## config.mk

```make
export PLATFORM = sky130hd
export DESIGN_NAME = irq_trap_ctrl
export DESIGN_NICKNAME = d
export VERILOG_FILES = /design/src/rtl/irq_trap_ctrl.sv
export SDC_FILE = /design/constraint.sdc
export NUM_CORES = 1
export LEC_CHECK = 0
export BUFFER_PORTS_ARGS = -buffer_cell sky130_fd_sc_hd__buf_4
export CAP_MARGIN = 20
export CORE_MARGIN = 2
export CORE_UTILIZATION = 37
export CTS_CLUSTER_SIZE = 8
export DETAILED_ROUTE_END_ITERATION = 8
export PLACE_DENSITY = 0.85
export SLEW_MARGIN = 10
export SYNTH_ARGS = -nofsm -noshare
export SYNTH_HDL_FRONTEND = slang
export SYNTH_SLANG_ARGS = --single-unit
```

## constraint.sdc

```tcl
create_clock -name i_clk -period 2.8 [get_ports i_clk]
set_input_delay 0.56 -clock i_clk [delete_from_list [all_inputs] [get_ports i_clk]]
set_output_delay 0.56 -clock i_clk [all_outputs]
set_load 0.05 [all_outputs]
```

## src/rtl/irq_trap_ctrl.sv

```systemverilog
`default_nettype none
// +------------------------------------------------------------------+
// | irq_trap_ctrl: mip/mie CSRs, interrupt priority, trap req/ack FSM |
// | rev 1.0                                                           |
// +------------------------------------------------------------------+
module irq_trap_ctrl #(
  parameter int          XLEN     = 32,
  parameter logic [11:0] MIE_ADDR = 12'h304,
  parameter logic [11:0] MIP_ADDR = 12'h344
) (
  input  logic            i_clk,
  input  logic            i_rst,
  input  logic            i_tip,
  input  logic            i_sip,
  input  logic            i_eip,
  input  logic            i_gie,
  input  logic            i_csr_wen,
  input  logic            i_csr_ren,
  input  logic [11:0]     i_csr_addr,
  input  logic [XLEN-1:0] i_csr_wrdata,
  output logic [XLEN-1:0] o_csr_rddata,
  output logic            o_irq_req,
  output logic [XLEN-1:0] o_irq_cause,
  input  logic            i_irq_ack,
  input  logic            i_mret
);

  localparam logic [XLEN-1:0] c_irq_mask = {{(XLEN-12){1'b0}}, 12'h888};

  typedef enum logic [1:0] {
    IDLE  = 2'd0,
    REQ   = 2'd1,
    TAKEN = 2'd2
  } state_t;

  state_t          r_state;
  logic            r_eip_meta;
  logic            r_eip_sync;
  logic            r_tip;
  logic            r_sip;
  logic [XLEN-1:0] r_mie;
  logic [2:0]      r_sel;

  logic [XLEN-1:0] w_mip;
  logic            w_mei;
  logic            w_mti;
  logic            w_msi;
  logic [2:0]      w_pend;
  logic [2:0]      w_sel;
  logic [3:0]      w_code;
  logic [XLEN-1:0] w_new_cause;

  // Interrupt sources; the external line is asynchronous and needs a 2-flop sync
  always_ff @(posedge i_clk) begin
    if (!i_rst) begin
      r_eip_meta <= 1'b0;
      r_eip_sync <= 1'b0;
      r_tip      <= 1'b0;
      r_sip      <= 1'b0;
      r_mie      <= '0;
    end else begin
      r_eip_meta <= i_eip;
      r_eip_sync <= r_eip_meta;
      r_tip      <= i_tip;
      r_sip      <= i_sip;
      if (i_csr_wen && (i_csr_addr == MIE_ADDR))
        r_mie <= i_csr_wrdata & c_irq_mask;
    end
  end

  always_comb begin
    w_mip     = '0;
    w_mip[11] = r_eip_sync;
    w_mip[7]  = r_tip;
    w_mip[3]  = r_sip;
  end

  assign w_mei  = r_eip_sync & r_mie[11];
  assign w_mti  = r_tip & r_mie[7];
  assign w_msi  = r_sip & r_mie[3];
  assign w_pend = {w_mei, w_mti, w_msi};

  // Fixed priority MEI > MSI > MTI; w_sel is one-hot over {mei, mti, msi}
  always_comb begin
    w_sel  = 3'b000;
    w_code = 4'd0;
    if (w_mei) begin
      w_sel  = 3'b100;
      w_code = 4'd11;
    end else if (w_msi) begin
      w_sel  = 3'b001;
      w_code = 4'd3;
    end else if (w_mti) begin
      w_sel  = 3'b010;
      w_code = 4'd7;
    end
  end

  assign w_new_cause = {1'b1, {(XLEN-5){1'b0}}, w_code};

  always_comb begin
    o_csr_rddata = '0;
    if (i_csr_ren) begin
      if (i_csr_addr == MIE_ADDR)
        o_csr_rddata = r_mie;
      else if (i_csr_addr == MIP_ADDR)
        o_csr_rddata = w_mip;
    end
  end

  always_ff @(posedge i_clk) begin
    if (!i_rst) begin
      r_state     <= IDLE;
      r_sel       <= 3'b000;
      o_irq_req   <= 1'b0;
      o_irq_cause <= '0;
    end else begin
      case (r_state)
        IDLE: begin
          if (i_gie && (|w_pend)) begin
            r_state     <= REQ;
            r_sel       <= w_sel;
            o_irq_req   <= 1'b1;
            o_irq_cause <= w_new_cause;
          end
        end
        REQ: begin
          // Ack takes precedence over a simultaneous withdraw
          if (i_irq_ack) begin
            r_state   <= TAKEN;
            o_irq_req <= 1'b0;
          end else if (!i_gie || !(|(r_sel & w_pend))) begin
            r_state   <= IDLE;
            o_irq_req <= 1'b0;
          end
        end
        TAKEN: begin
          if (i_mret)
            r_state <= IDLE;
        end
        default: begin
          r_state   <= IDLE;
          o_irq_req <= 1'b0;
        end
      endcase
    end
  end

endmodule
`default_nettype wire

```

==> impl_metrics.ini <==
[global_routing]
number_of_antenna_violations_at_the_first_check_in_global_routing = 0
grt.total_usage_pct = 9.65
first_global_vias = 651
overflow = 0
global_route_wire_length_before_repair_um = 2660
grt_max_degree = 16

[timing]
fin_setup_tns_ps = 0
finalHoldViolations = 0
tightest_slew_ps = 500
post-route-min-period_ps = 2170
fin_worst_skew_ps = 6.68
final_max_slew_viol_count = 0
setup_ws_ps = 628
peak_clock_frequency_supported_by_timing_mhz = 460
rsz0062_at_grt = no
setup_viol_count_final = 0
post-route-period-util_pct = 77.6
max-slew-margin-rel_pct = 66.6

[worst_setup_path]
critical_path.n_buffers_inverters = 2
cp_top_family = simple AND/OR/NAND/NOR gates
critPathArrivalTime_ps = 1610
critical_path_required_ps = 2240
path_cells = buf_4 -> nor4_1 -> nand4_1 -> nor2_1 -> buf_4
cp_slowest_cell = sky130_fd_sc_hd__nor4_1
worst-setup-path-type = in2out
cp-start-kind = primary input
path_common_cell = sky130_fd_sc_hd__buf_4
crit_path_end_kind = primary output
critical-path-max-stage-delay_ps = 340
critical_path_peak_fanout = 3

[power]
power.density_nw_per_um2 = 464
irDropWorstVdd_uv = 359
cellLeakagePower_nw = 0.578

[route]
remaining_drc_errors = 7
dr.first_iter.drc_count = 18
drt.antenna.violating_nets = 0
num_vias = 816
vias_per_cell = 4.16
detailedRoute.firstPassIterationCount = 6
totalWireLength_um = 1790
drt-wirelength-per-cell_um = 9.12

[run]
max_cap_viol_count = 0

[floorplanning]
die_height_um = 59.0
initial_utilization_pct = 39.9
placement_rows = 19
io_pins = 119
die_width_um = 59.0
design.die.area_um2 = 3480
area_of_the_core_um2 = 2810

[synthesis]
yosysTopAreaCellShare_pct = 39.6
ys_top_cells_by_area = sky130_fd_sc_hd__buf_4, sky130_fd_sc_hd__dfxtp_1, sky130_fd_sc_hd__mux2i_1
flip_flop_and_latch_count_after_synthesis = 15
ys_async_sr_fraction_pct = 0
synth-edff-count = 0
ys_types = 26
yosys_most_used_dff = sky130_fd_sc_hd__dfxtp_1
synth_top_area_cell = sky130_fd_sc_hd__buf_4
synth_area_um2 = 1120
ys_warns = 0
postSynthCellCount = 134
syn_area_per_cell_um2 = 8.35
sequential_element_share_of_the_synthesized_area_pct = 26.8

[cts]
clockRootBuffer = sky130_fd_sc_hd__clkbuf_4
cts.repair_timing.setup_buffer_count = 0
cts-buffers-inserted = 3
tritoncts_num_sinks = 15
clock_tree_from_tritoncts = yes
post_cts_resize_count = 0
htreeDepth = 1
cts_hold_repair.buffers = 0
clkTransAtPathRegs_ps = 100
ctsLongestPathBuffers = 2
clock_latency_ps = 290

[placement]
routabilityCongestion = 0.753
place_ws_ps = 588
io_buf_count = 33
dp_hpwl_um = 1510
total_instance_count_after_detailed_placement = 192

[layout]
final_nets = 220
layout.cells.most_common_list = sky130_fd_sc_hd__conb_1, sky130_fd_sc_hd__buf_4, sky130_fd_sc_hd__dfxtp_1
fillCellCount = 289
area_delta_synth_final_pct = 6.49
final_core_utilization_pct = 42.5
final_common_cell = sky130_fd_sc_hd__conb_1
antenna_cells_inserted = 0
finalNonFillerCells = 196
post_route_cells_drive_above_1_share_pct = 23.0

[status]
outcome = finished with violations
violations = DRC

[min_path]
min-delay-path-class = reg2reg
-- power breakdown --
group	internal (mW)	total [mW]	switching [mW]
registers	0.216	0.219	0.00284
logic	0.0274	0.204	0.177
clock network	0.0542	0.130	0.0758
-- registers in the layout, indices dropped and copies added (netlist names) --
register,cells
r_state,2
r_eip_meta,1
r_tip,1
o_irq_cause,3
r_sip,1
r_eip_sync,1
o_irq_req,1
r_sel,2
r_mie,3
-- per-stage QoR --
step | area [um^2] | power [mW] | hold slack [ps]
floorplan | 1330 | 0.458 | 412
global route | 1190 | 0.576 | 460
CTS | 1190 | 0.555 | 448
finish | 1190 | 0.553 | 445
global placement | 1160 | 0.426 | 415
detailed placement | 1160 | 0.426 | 424
-- kinds of logic (layout without fill, tap and decap cells) --
| family | after synthesis | in the layout | share of synthesized area [%] |
|---|---|---|---|
| AOI/OAI and AO/OA | 15 | 15 | 8.61 |
| DFF | 15 | 15 | 26.8 |
| muxes | 6 | 6 | 5.37 |
| other | 1 | 56 | 0.335 |
| buffers and inverters | 62 | 38 | 40.6 |
| and+or+nand+nor | 35 | 35 | 18.2 |
-- routing by layer --
layer	routed length (um)	up-vias	track usage [%]
met5	0	-	0
met4	23	0	3.90
met3	167	4	1.53
met2	913	51	17.3
met1	684	364	11.4
li1	-	397	-
-- final cells by class --
class / instances / area, um^2 / share of cell area [%]
flip-flops and latches: 15 / 300 / 25.2
repair buffers: 33 / 248 / 20.8
multi-input cells: 112 / 571 / 47.9
inverters: 1 / 3.75 / 0.315
clock buffers: 3 / 22.5 / 1.89
well taps: 31 / 38.8 / 3.26
clock inverters: 1 / 7.51 / 0.630
-- worst paths after layout --
check | start | to | slack [ps] | depth (start not counted)
min | r_eip_meta | r_eip_sync | 440 | 1
min reg2reg | r_eip_meta | r_eip_sync | 440 | 1
max reg2reg | r_sip | o_irq_req | 1300 | 3
max | i_csr_addr[1] | o_csr_rddata[3] | 630 | 5
-- cells in the mapped netlist (3+ instances only) --
library cell              number
sky130_fd_sc_hd__a21oi_1       4
sky130_fd_sc_hd__and2_1        4
sky130_fd_sc_hd__buf_4        59
sky130_fd_sc_hd__dfxtp_1      15
sky130_fd_sc_hd__mux2i_1       6
sky130_fd_sc_hd__nand2_1       8
sky130_fd_sc_hd__nand3_1       4
sky130_fd_sc_hd__nand4_1       3
sky130_fd_sc_hd__nor2_1        5
sky130_fd_sc_hd__o21a_1        3
sky130_fd_sc_hd__o21ai_0       3
No activity file was read; power rests on OpenSTA's default activity.
